**src/rtl/score_board_pkg.sv**
```systemverilog
// Shared types, digit indices, 7-segment patterns and BCD helper for score_board.
package score_board_pkg;

  typedef enum logic {PLAY = 1'b0, GAME_OVER = 1'b1} state_e;

  localparam logic [1:0] DIG_P2_UNITS = 2'd0;
  localparam logic [1:0] DIG_P2_TENS  = 2'd1;
  localparam logic [1:0] DIG_P1_UNITS = 2'd2;
  localparam logic [1:0] DIG_P1_TENS  = 2'd3;

  // Active-low segment patterns, bit order {g,f,e,d,c,b,a}
  localparam logic [6:0] SEG_0     = 7'b1000000;
  localparam logic [6:0] SEG_1     = 7'b1111001;
  localparam logic [6:0] SEG_2     = 7'b0100100;
  localparam logic [6:0] SEG_3     = 7'b0110000;
  localparam logic [6:0] SEG_4     = 7'b0011001;
  localparam logic [6:0] SEG_5     = 7'b0010010;
  localparam logic [6:0] SEG_6     = 7'b0000010;
  localparam logic [6:0] SEG_7     = 7'b1111000;
  localparam logic [6:0] SEG_8     = 7'b0000000;
  localparam logic [6:0] SEG_9     = 7'b0010000;
  localparam logic [6:0] SEG_BLANK = 7'b1111111;

  function automatic logic [7:0] to_bcd(input int value);
    logic [3:0] tens;
    logic [3:0] units;
    tens  = 4'((value / 10) % 10);
    units = 4'(value % 10);
    return {tens, units};
  endfunction

endpackage

```
**src/rtl/seg7_decode.sv**
```systemverilog
// Combinational BCD nibble to active-low 7-segment pattern; blank or non-decimal input darkens the digit.
module seg7_decode
  import score_board_pkg::*;
(
  input  logic [3:0] bcd_i,
  input  logic       blank_i,
  output logic [6:0] seg_o
);

  always_comb begin
    seg_o = SEG_BLANK;
    if (!blank_i) begin
      case (bcd_i)
        4'd0:    seg_o = SEG_0;
        4'd1:    seg_o = SEG_1;
        4'd2:    seg_o = SEG_2;
        4'd3:    seg_o = SEG_3;
        4'd4:    seg_o = SEG_4;
        4'd5:    seg_o = SEG_5;
        4'd6:    seg_o = SEG_6;
        4'd7:    seg_o = SEG_7;
        4'd8:    seg_o = SEG_8;
        4'd9:    seg_o = SEG_9;
        default: seg_o = SEG_BLANK;
      endcase
    end
  end

endmodule

```
**src/rtl/score_board.sv**
```systemverilog
// Two-player BCD scoreboard with win detection and 4-digit multiplexed 7-segment drive.
// Optional winner blinking in GAME_OVER is built when BLINK_WINNER_EN is defined.
module score_board
  import score_board_pkg::*;
#(
  parameter int WIN_SCORE    = 11,
  parameter int REFRESH_BITS = 16,
  parameter int BLINK_BITS   = 24
) (
  input  logic       clk,
  input  logic       rst,
  input  logic [1:0] lose1,
  input  logic [1:0] lose2,
  input  logic       new_game,
  output logic [3:0] seg_select,
  output logic [6:0] seg,
  output logic       game_over,
  output logic [1:0] winner
);

  localparam logic [7:0] WIN_BCD = to_bcd(WIN_SCORE);
  localparam int         CW      = REFRESH_BITS + 2;

  // BCD ordering matches numeric ordering, so saturation is a plain compare
  function automatic logic [7:0] bcd_add_sat(input logic [7:0] s, input logic [1:0] d);
    logic [3:0] u;
    logic [3:0] t;
    logic [7:0] r;
    u = s[3:0] + {2'b00, d};
    t = s[7:4];
    if (u > 4'd9) begin
      u = u - 4'd10;
      t = t + 4'd1;
    end
    r = {t, u};
    return (r > WIN_BCD) ? WIN_BCD : r;
  endfunction

  state_e        state_q, state_d;
  logic [7:0]    p1_q, p1_d;
  logic [7:0]    p2_q, p2_d;
  logic [1:0]    winner_q, winner_d;
  logic [1:0]    prev1_q, prev2_q;
  logic [1:0]    delta1, delta2;
  logic [CW-1:0] cnt_q;
  logic [3:0]    seg_select_q, seg_select_d;
  logic [6:0]    seg_q, seg_d;
  logic [1:0]    digit;
  logic [3:0]    nib;
  logic          blank;
  logic          blink_on;

  always_comb begin
    delta1   = lose1 - prev1_q;
    delta2   = lose2 - prev2_q;
    state_d  = state_q;
    p1_d     = p1_q;
    p2_d     = p2_q;
    winner_d = winner_q;
    if (new_game) begin
      state_d  = PLAY;
      p1_d     = 8'h00;
      p2_d     = 8'h00;
      winner_d = 2'b00;
    end else if (state_q == PLAY) begin
      p1_d = bcd_add_sat(p1_q, delta2);
      p2_d = bcd_add_sat(p2_q, delta1);
      if (p1_d == WIN_BCD || p2_d == WIN_BCD) begin
        state_d  = GAME_OVER;
        winner_d = {p2_d == WIN_BCD, p1_d == WIN_BCD};
      end
    end
  end

`ifdef BLINK_WINNER_EN
  logic [BLINK_BITS-1:0] blink_q;

  always_ff @(posedge clk or posedge rst) begin
    if (rst) blink_q <= '0;
    else     blink_q <= blink_q + BLINK_BITS'(1);
  end

  assign blink_on = (state_q == GAME_OVER) && blink_q[BLINK_BITS-1];
`else
  // Never blinks; the expression only keeps BLINK_BITS referenced
  assign blink_on = (BLINK_BITS < 0);
`endif

  always_comb begin
    digit = cnt_q[REFRESH_BITS+1:REFRESH_BITS];
    nib   = 4'd0;
    blank = 1'b1;
    case (digit)
      DIG_P2_UNITS: begin nib = p2_q[3:0]; blank = blink_on & winner_q[1]; end
      DIG_P2_TENS:  begin nib = p2_q[7:4]; blank = (p2_q[7:4] == 4'd0) | (blink_on & winner_q[1]); end
      DIG_P1_UNITS: begin nib = p1_q[3:0]; blank = blink_on & winner_q[0]; end
      DIG_P1_TENS:  begin nib = p1_q[7:4]; blank = (p1_q[7:4] == 4'd0) | (blink_on & winner_q[0]); end
      default:      begin nib = 4'd0;      blank = 1'b1; end
    endcase
    seg_select_d = ~(4'b0001 << digit);
  end

  seg7_decode u_dec (
    .bcd_i   (nib),
    .blank_i (blank),
    .seg_o   (seg_d)
  );

  always_ff @(posedge clk or posedge rst) begin
    if (rst) begin
      state_q      <= PLAY;
      p1_q         <= 8'h00;
      p2_q         <= 8'h00;
      winner_q     <= 2'b00;
      prev1_q      <= 2'b00;
      prev2_q      <= 2'b00;
      cnt_q        <= '0;
      seg_select_q <= 4'b1111;
      seg_q        <= SEG_BLANK;
    end else begin
      state_q      <= state_d;
      p1_q         <= p1_d;
      p2_q         <= p2_d;
      winner_q     <= winner_d;
      prev1_q      <= lose1;
      prev2_q      <= lose2;
      cnt_q        <= cnt_q + CW'(1);
      seg_select_q <= seg_select_d;
      seg_q        <= seg_d;
    end
  end

  assign seg_select = seg_select_q;
  assign seg        = seg_q;
  assign game_over  = (state_q == GAME_OVER);
  assign winner     = winner_q;

endmodule

```
**config.mk**
```make
export PLATFORM = sky130hd
export DESIGN_NAME = score_board
export DESIGN_NICKNAME = d
export VERILOG_FILES = /design/src/rtl/score_board_pkg.sv /design/src/rtl/seg7_decode.sv /design/src/rtl/score_board.sv
export SDC_FILE = /design/constraint.sdc
export NUM_CORES = 1
export LEC_CHECK = 0
export BUFFER_PORTS_ARGS = -buffer_cell sky130_fd_sc_hd__buf_4
export CORE_MARGIN = 2
export CORE_UTILIZATION = 45
export CTS_BUF_LIST = sky130_fd_sc_hd__clkbuf_2
export CTS_CLUSTER_SIZE = 24
export DETAILED_ROUTE_END_ITERATION = 6
export SKIP_CTS_REPAIR_TIMING = 1
export SLEW_MARGIN = 20
export SYNTH_ARGS = -nofsm -noshare
export SYNTH_HDL_FRONTEND = slang
export SYNTH_SLANG_ARGS = --single-unit
```
**constraint.sdc**
```tcl
create_clock -name clk -period 3.15 [get_ports clk]
set_input_delay 0.1575 -clock clk [delete_from_list [all_inputs] [get_ports clk]]
set_output_delay 0.1575 -clock clk [all_outputs]
set_load 0.01 [all_outputs]
```
==> impl_metrics.tcl, run 1 <==
set metrics [dict create \
    status "completed" \
    avgSynthCellArea_um2 10.5 \
    die_h_um 85.0 \
    globalRouteOverflowTotal 0 \
    required_ns 3.53 \
    ys_types 57 \
    dp.cells 374 \
    reg2reg_depth 10 \
    critPathTopFamily "adder cells" \
    slowest_stage "fa_2" \
    fmax_mhz 335 \
    critPathLaunch "prev1_q[0]" \
    seq_area_frac_synth 0.446 \
    viasPerCell 5.35 \
    synth_edf_count 0 \
    drc 0 \
    r2r_start "prev1_q[0]" \
    crit_type "reg2reg" \
    dr.pass1.iters 5 \
    gp_congestion 0.827 \
    die_area_mm2 0.00722 \
    slew_violations 0 \
    synth_area_mm2 0.00295 \
    final_cells 389 \
    grt_start_max_net_pins 35 \
    clkLatencyLatePin_ns 0.45 \
    grt.total_usage 0.156 \
    synth_warnings 0 \
    cts_buffer_depth 2 \
    synth-seq-cells 52 \
    syn_inst 281 \
    io_pins 21 \
    hold_path_class "in2async" \
    area_delta_synth_final_pct 12.4 \
    ant_nets 0 \
    via_count 2083 \
    root_buffer "clkbuf_2" \
    drive_gt1_frac 0.202 \
    ys_async_sr_fraction 1.00 \
    grt_pass1_wl_um 9110 \
    hpwl_um 3860 \
    start_util 0.464 \
    wl_per_cell_um 13.8 \
    antenna_cells 0 \
    fin_skew_ns 0.0270 \
    rows 29 \
    post-route-period-util 0.949 \
    final_common_cell "dfrtp_1" \
    end_kind "flop" \
    synth-main-ff-cell "dfrtp_1" \
    p_leak_nw 1.47 \
    synth_nets 308 \
    grt_pass1_vias 1938 \
    critPathBufInv 1 \
    fin_crit_ns 2.99 \
    cts.clk_slew.worst_paths_ns 0.28 \
    nFillCells 582 \
    h-tree-depth 2 \
    drt-initial-drc-count 86 \
    ir_drop_v 0.000330 \
    finalInstanceArea_mm2 0.00332 \
    cp.depth 10 \
    finish.utilization 0.522 \
    start_kind "flop" \
    placed_cell_area_mm2 0.00318 \
    finalSetupViolCount 0 \
    cts.sinks 52 \
    slowest_delay_ns 0.62 \
    die_w_um 85.0 \
    cts_buffers 5 \
    hold_viol 0 \
    fin_nets 338 \
    max_cap_viol_count 0 \
    wirelength_um 5360 \
    io_buffer_count 20 \
    coreArea_mm2 0.00635 \
    path_common_cell "xnor2_1" \
    powerDensity_mw_per_mm2 581 \
    final_cell_mix "dfrtp_1 (41), nand2_1 (26), buf_4 (23), inv_1 (22), ha_1 (18)" \
    slew_headroom 0.472 \
    crit_chain "ha_1 -> xnor2_1 -> xnor2_1 -> inv_1 -> fa_2 -> nand2_2 -> a311oi_4 -> a41oi_2 -> or3_4 -> o31ai_1" \
    worst_ep_arrival_time_ns 3.36 \
    antenna_found_initial 0 \
    cts_tree "yes" \
    worstMarginPinSlew_ns 0.791 \
    path_max_fanout 6 \
    hold_ws_ns 0.325 \
]
[cell usage after synthesis, drive strengths merged (9+ instances only)]
library cell   n  area share
dfrtp         41        0.35
nand2         27       0.035
inv           23       0.029
ha            18       0.076
xnor2         17       0.050
o21ai         14       0.024
nand3         12       0.020
nor2          12       0.015
dfstp         11       0.098
a21oi         10       0.017
and2           9       0.020
[per-stage QoR]
stage | total power, W | setup TNS [ns] | setup slack (ns)
global placement | 0.00164 | 0 | 0.268
floorplan | 0.00143 | 0 | 0.433
detailed placement | 0.00164 | 0 | 0.160
global route | 0.00210 | -0.0152 | -0.0152
finish | 0.00193 | 0 | 0.162
CTS | 0.00192 | 0 | 0.0899
[cells by family (layout without fill, tap and decap cells)]
family | count (synthesis) | after routing | share of synthesized area
XOR/XNOR | 25 | 25 | 0.0768
flip-flops | 52 | 52 | 0.446
buffers and inverters | 29 | 60 | 0.0395
adder cells (fa/ha/maj) | 22 | 22 | 0.0967
multiplexers | 10 | 10 | 0.0530
AND/OR/NAND/NOR | 92 | 92 | 0.161
AO/OA/AOI/OAI | 51 | 51 | 0.127
[routing by layer]
layer | up-vias | track usage | part of all wire
li1 | 1044 | - | -
met1 | 996 | 0.225 | 0.51
met2 | 39 | 0.239 | 0.45
met3 | 4 | 0.0360 | 0.034
met4 | 0 | 0.0433 | 0.0071
met5 | - | 0 | 0
[final timing paths]
path / slack (ns) / end
min in group clk: 0.35 / prev1_q[1]
hold / removal: 0.33 / cnt_q[11]
max in group asynchronous: 2.07 / winner[1]
setup reg to reg: 0.16 / p2_q[3]
setup / recovery: 0.16 / p2_q[3]
hold reg to reg: 0.49 / cnt_q[12]
[worst min-delay path, cell delays in order]
cell,delay (ns)
dlygate4sd3_1,0.53
buf_4,0.13
inv_2,0.51
[flip-flops by register name, indices dropped and copies added, names as in the netlist]
signal / count
cnt_q: 18
game_over: 1
p1_q: 8
p2_q: 8
prev1_q: 2
prev2_q: 2
seg: 7
seg_select: 4
winner: 2
[area by class of cell]
class	instances	area, um2	area share
sequential	52	1320	0.397
tap	77	96.3	0.0291
clock inverter	3	23.8	0.00717
multi-input combinational	200	1540	0.463
timing repair buffer	29	233	0.0702
clock buffer	5	25.0	0.00755
inverter	23	86.3	0.0260
[report_power, final]
part / total [W] / switching [W] / internal [W]
registers: 0.000863 / 0.0000874 / 0.000775
logic: 0.000791 / 0.000425 / 0.000365
clock network: 0.000274 / 0.000218 / 0.0000552
total: 0.00193 / 0.000731 / 0.00120
Power figures use the tool's default switching activity.
==> run 2: changes to the inputs <==
--- a/config.mk
+++ b/config.mk
@@ -6,11 +6,11 @@
 export NUM_CORES = 1
 export LEC_CHECK = 0
 export BUFFER_PORTS_ARGS = -buffer_cell sky130_fd_sc_hd__buf_4
-export CORE_MARGIN = 2
 export CORE_UTILIZATION = 45
 export CTS_BUF_LIST = sky130_fd_sc_hd__clkbuf_2
 export CTS_CLUSTER_SIZE = 24
 export DETAILED_ROUTE_END_ITERATION = 6
+export REMOVE_ABC_BUFFERS = 1
 export SKIP_CTS_REPAIR_TIMING = 1
 export SLEW_MARGIN = 20
 export SYNTH_ARGS = -nofsm -noshare
==> run 2 against run 1 <==
  * Non-clock buffer count rose by 1
  * Power is 3.6% higher
  * Sequential cell count is the same
  * Die area down 4.7%
  * Critical path depth rose by 1
  * Global-route usage is 0.89 points higher
  * Sequential share of layout area shrank 0.30 points
  * Cell count is 0.26% higher
  * Core utilization is 0.39 points higher
  * Sequential power about the same
  * Maximum frequency rose by 0.35%
  * Clock power is 24% higher
  * Largest cell class unchanged
  * Largest power group unchanged
  * Highest routed layer unchanged
==> impl_metrics.tcl, run 2 (same netlist as run 1, synthesis figures left out) <==
set metrics [dict create \
    status "completed" \
    die_h_um 83.0 \
    rows 29 \
    path_max_fanout 6 \
    crit_chain "ha_1 -> xnor2_1 -> xnor2_1 -> inv_1 -> fa_1 -> xor2_2 -> nand2_2 -> a311oi_4 -> a41oi_2 -> or3_4 -> o31ai_1" \
    grt_pass1_vias 1955 \
    final_cell_mix "dfrtp_1 (41), nand2_1 (26), buf_4 (24), inv_1 (22), ha_1 (18)" \
    rrSetupSlack_ns 0.17 \
    slowest_stage "fa_1" \
    globalRouteOverflowTotal 0 \
    ant_nets 0 \
    coreArea_mm2 0.00635 \
    area_delta_synth_final_pct 13.3 \
    antenna_found_initial 0 \
    hold_ws_ns 0.378 \
    slowest_delay_ns 0.44 \
    hpwl_um 3860 \
    gp_congestion 0.880 \
    start_util 0.464 \
    hold_viol 0 \
    required_ns 3.49 \
    max_cap_viol_count 0 \
    h-tree-depth 2 \
    finalSetupViolCount 0 \
    top_register "cnt_q" \
    drt-initial-drc-count 112 \
    worst_slack_ns 0.172 \
    critPathBufInv 1 \
    cts.sinks 52 \
    clkLatencyLatePin_ns 0.42 \
    powerDensity_mw_per_mm2 598 \
    crit_path_end "p2_q[3]" \
    rsz0062_at_grt "no" \
    slew_headroom 0.447 \
    grt_start_max_net_pins 49 \
    end_kind "flop" \
    final_common_cell "dfrtp_1" \
    start_kind "flop" \
    largest_register_ff_count 18 \
    tns_ns 0 \
    die_w_um 83.0 \
    cts_tree "yes" \
    final_cells 390 \
    wirelength_um 5450 \
    cp.depth 11 \
    io_pins 21 \
    ir_drop_v 0.000343 \
    slew_violations 0 \
    multi_input_area_mm2 0.00153 \
    worstMarginPinSlew_ns 0.829 \
    p_leak_nw 1.49 \
    hold_path_class "in2reg" \
    grt_pass1_wl_um 9250 \
    fin_crit_ns 2.98 \
    crit_type "reg2reg" \
    cts_buffer_depth 2 \
    drc 0 \
    path_common_cell "xnor2_1" \
    critPathTopFamily "compound AO/OA/AOI/OAI gates" \
    worst_ep_arrival_time_ns 3.32 \
    viasPerCell 5.38 \
    grt.total_usage 0.165 \
    die_area_mm2 0.00688 \
    cts.clk_slew.worst_paths_ns 0.25 \
    drive_gt1_frac 0.198 \
    fin_skew_ns 0.0134 \
    dr.pass1.iters 4 \
    via_count 2099 \
    timing.rr.end "p2_q[3]" \
    post-route-period-util 0.945 \
    totalPowerFinal_w 0.00200 \
    r2r_start "prev1_q[0]" \
    area.sequential_mm2 0.00132 \
    dp.cells 374 \
    wl_per_cell_um 14.0 \
    largest_registers "cnt_q (18), p1_q (8), p2_q (8)" \
    critPathLaunch "prev1_q[0]" \
    cts_buffers 5 \
    antenna_cells 0 \
    post-place-ws_ns 0.190 \
    fmax_mhz 336 \
    nFillCells 599 \
    root_buffer "clkbuf_2" \
    io_buffer_count 20 \
    fin_nets 339 \
    reg2reg_depth 11 \
]
## run 2: cell count changes in the layout (fill, tap and decap cells not counted)
cell,previous run,this run
fa_1,1,2
buf_4,23,24
clkinv_2,0,1
fa_2,1,0
clkinv_1,0,1
inv_2,1,0
clkinvlp_4,2,0
bufinv_16,0,1
## run 2: how the worst min path moves through the flow
stage                     startpoint          to  depth (start not counted)
final                       lose2[0]  prev2_q[0]                          2
after global routing        lose2[0]  prev2_q[0]                          2
after CTS                   lose2[0]  prev2_q[0]                          1
after detailed placement    lose2[0]  prev2_q[0]                          1
after global placement      lose2[0]  prev2_q[0]                          1
after floorplan             lose1[0]  prev1_q[0]                          0
## run 2: power breakdown
| part | internal (W) | leakage, nW | switching, W |
|---|---|---|---|
| combinational | 0.000367 | 0.791 | 0.000429 |
| clock | 0.000133 | 0.0406 | 0.000205 |
| sequential | 0.000775 | 0.658 | 0.0000865 |
| total | 0.00128 | 1.49 | 0.000721 |
## run 2: cell type report
type                       instances  area share
sequential                        52       0.394
tap                               77      0.0288
clock buffer                       5     0.00749
multi-input combinational        200       0.459
inverter                          23      0.0262
timing repair buffer              30      0.0719
clock inverter                     3      0.0127
## run 2: through the flow
stage	instance area (um2)	util
after floorplan	2920	-
after global placement	3180	0.501
after detailed placement	3180	0.501
after CTS	3250	0.512
after global routing	3340	0.526
final	3340	0.526
## run 2: layer usage
| metal | vias to the layer above | part of all wire | GRT usage |
|---|---|---|---|
| met2 | 28 | 0.46 | 0.260 |
| met5 | - | 0 | 0 |
| met3 | 5 | 0.026 | 0.0338 |
| met4 | 0 | 0.011 | 0.0423 |
| li1 | 1049 | - | - |
| met1 | 1017 | 0.50 | 0.234 |
## run 2: worst reg2reg max path: cells and delay by family (launching register included)
family | cells | cell delay [ns]
flops | 1 | 0.42
fa+ha+maj | 2 | 0.63
simple gates | 2 | 0.53
compound gates | 3 | 0.64
xor+xnor | 3 | 0.61
buf+inv | 1 | 0.09
==> run 3: changes to the inputs <==
--- a/config.mk
+++ b/config.mk
@@ -15,4 +15,5 @@
 export SLEW_MARGIN = 20
 export SYNTH_ARGS = -nofsm -noshare
 export SYNTH_HDL_FRONTEND = slang
+export SYNTH_HIERARCHICAL = 1
 export SYNTH_SLANG_ARGS = --single-unit
==> run 3 against run 2 <==
  * Largest power group is now combinational logic
  * Largest cell class unchanged
  * Global-route usage is 1.4 points higher
  * Area after synthesis is 3.1% higher
  * Worst setup slack worse by 0.10 ns
  * Clock skew is 0.0019 ns higher
  * Clock power is 9.4% higher
  * Cell count is 6.7% higher
  * Synthesized cell count is 8.2% higher
  * Sequential cell count stayed put
  * The run now ends with DRC left
  * Non-clock buffer count is 9 higher
  * Core utilization is 2.6 points higher
  * Register-to-register slack worse by 0.10 ns
==> impl_metrics.tcl, run 3 <==
set metrics [dict create \
    status "finished with violations" \
    violations "DRC" \
    yosysTopAreaCell "dfrtp_1" \
    wl_per_cell_um 14.1 \
    slew_headroom 0.428 \
    ys_types 62 \
    rows 29 \
    finalInstanceArea_mm2 0.00355 \
    slew_violations 0 \
    fin_crit_ns 3.08 \
    ant_nets 0 \
    die_area_mm2 0.00709 \
    gp_congestion 0.819 \
    hold_path_class "in2reg" \
    io_buffer_count 20 \
    dp.cells 398 \
    io_pins 21 \
    h-tree-depth 2 \
    start_kind "flop" \
    wirelength_um 5850 \
    grt.total_usage 0.179 \
    cts_tree "yes" \
    cts.sinks 52 \
    rsz0062_at_grt "yes" \
    worst_slack_ns 0.0672 \
    start_util 0.473 \
    globalRouteOverflowTotal 0 \
    crit_path_end "winner[1]" \
    synth-main-ff-cell "dfrtp_1" \
    end_kind "flop" \
    yosysMostFrequentCell "dfrtp_1" \
    synth_warnings 6 \
    cts_buffers 5 \
    antenna_found_initial 0 \
    die_w_um 84.2 \
    hold_viol 0 \
    root_buffer "clkbuf_2" \
    p_leak_nw 1.58 \
    viasPerCell 5.49 \
    synth-seq-cells 52 \
    crit_type "reg2reg" \
    worst_ep_arrival_time_ns 3.46 \
    area_delta_synth_final_pct 16.7 \
    synth_edf_count 0 \
    coreArea_mm2 0.00642 \
    drc 4 \
    final_common_cell "dfrtp_1" \
    path_max_fanout 2 \
    grt-busiest-layer "met2" \
    ir_drop_v 0.000460 \
    required_ns 3.52 \
    avgSynthCellArea_um2 10.0 \
    grt_pass1_wl_um 10200 \
    powerDensity_mw_per_mm2 686 \
    critPathLaunch "prev2_q[0]" \
    use_met3 0.0324 \
    post-route-period-util 0.979 \
    clkLatencyLatePin_ns 0.44 \
    synth_top_area_frac 0.337 \
    r2r_start "prev2_q[0]" \
    drt-initial-drc-count 78 \
    worstMarginPinSlew_ns 0.858 \
    use_met1 0.239 \
    syn_inst 304 \
    grtUsageMet2 0.298 \
    reg2reg_depth 14 \
    final_cell_mix "dfrtp_1 (41), buf_4 (33), nand2_1 (26), inv_1 (23), xnor2_1 (17)" \
    cts_buffer_depth 2 \
    rrSetupSlack_ns 0.07 \
    post-place-ws_ns -0.128 \
    cts.clk_slew.worst_paths_ns 0.29 \
    placed_cell_area_mm2 0.00329 \
    grt_pass1_vias 2194 \
    dr.pass1.iters 6 \
    fmax_mhz 324 \
    largest_registers "cnt_q (18), p1_q (8), p2_q (8)" \
    max_cap_viol_count 0 \
    via_count 2285 \
    largest_register_ff_count 18 \
    tns_ns 0 \
    antenna_cells 0 \
    final_cells 416 \
    synth_area_leaders "dfrtp_1 (34%), dfstp_2 (9.5%), ha_1 (7.4%)" \
    fin_skew_ns 0.0153 \
    top_register "cnt_q" \
    fin_nets 365 \
    synth_common_cells "dfrtp_1 (41), nand2_1 (26), inv_1 (25)" \
    ys_async_sr_fraction 1.00 \
    grt_start_max_net_pins 53 \
    synth_area_mm2 0.00304 \
    finalSetupViolCount 0 \
    timing.rr.end "winner[1]" \
    die_h_um 84.2 \
    hpwl_um 4020 \
    drive_gt1_frac 0.239 \
    seq_area_frac_synth 0.433 \
]
-- run 3: report_power, final --
group          internal, W  total (W)  switching (W)
clock             0.000139   0.000371       0.000232
combinational     0.000593    0.00119       0.000597
sequential        0.000774   0.000871      0.0000968
-- run 3: cell type report --
class | instances | area (um2)
flip-flops and latches | 52 | 1320
multi-input cells | 214 | 1660
clock buffers | 5 | 25.0
fillers | 589 | 2870
well taps | 77 | 96.3
repair buffers | 39 | 308
clock inverters | 3 | 46.3
inverters | 26 | 98.8
-- run 3: worst max-delay path, stage by stage (launching register included) --
cell      delay, ns
dfrtp_1        0.43
ha_2           0.18
xnor2_2        0.13
xnor2_1        0.19
inv_1          0.08
fa_2           0.35
xnor2_2        0.20
inv_2          0.07
ha_4           0.26
nor3b_4        0.17
nand2_1        0.08
o221ai_2       0.15
a211oi_2       0.07
or4b_1         0.55
o311ai_1       0.11
-- run 3: worst min-delay path by stage --
stage	slack [ns]	depth (start not counted)	endpoint	startpoint
after global routing	0.30	2	prev2_q[0]	lose2[0]
after detailed placement	0.28	1	prev2_q[0]	lose2[0]
after CTS	-0.24	1	prev1_q[0]	lose1[0]
final	0.35	2	prev1_q[0]	lose1[0]
after global placement	0.28	1	prev2_q[0]	lose2[0]
after floorplan	0.19	0	prev1_q[0]	lose1[0]
-- run 3: metrics by stage --
stage,total power [W],utilization,hold slack (ns)
2_1_floorplan,0.00156,-,0.189
3_3_place_gp,0.00185,0.512,0.277
3_5_place_dp,0.00187,0.512,0.278
4_1_cts,0.00225,0.523,-0.237
5_1_grt,0.00263,0.553,0.300
6_report,0.00243,0.553,0.346
-- run 3: cell families (layout without fill, tap and decap cells) --
logic type | after synthesis | in the layout | synth area share
AO/OA/AOI/OAI | 61 | 61 | 0.142
AND/OR/NAND/NOR | 103 | 103 | 0.180
buffers and inverters | 38 | 73 | 0.0535
adder cells (fa/ha/maj) | 20 | 20 | 0.0872
XOR/XNOR | 25 | 25 | 0.0720
flip-flops | 52 | 52 | 0.433
multiplexers | 5 | 5 | 0.0329
-- run 3: layer usage --
layer / part of all wire / wire length [um]
met2: 0.48 / 2800
met3: 0.023 / 136
met1: 0.48 / 2830
met4: 0.015 / 87
met5: 0 / 0
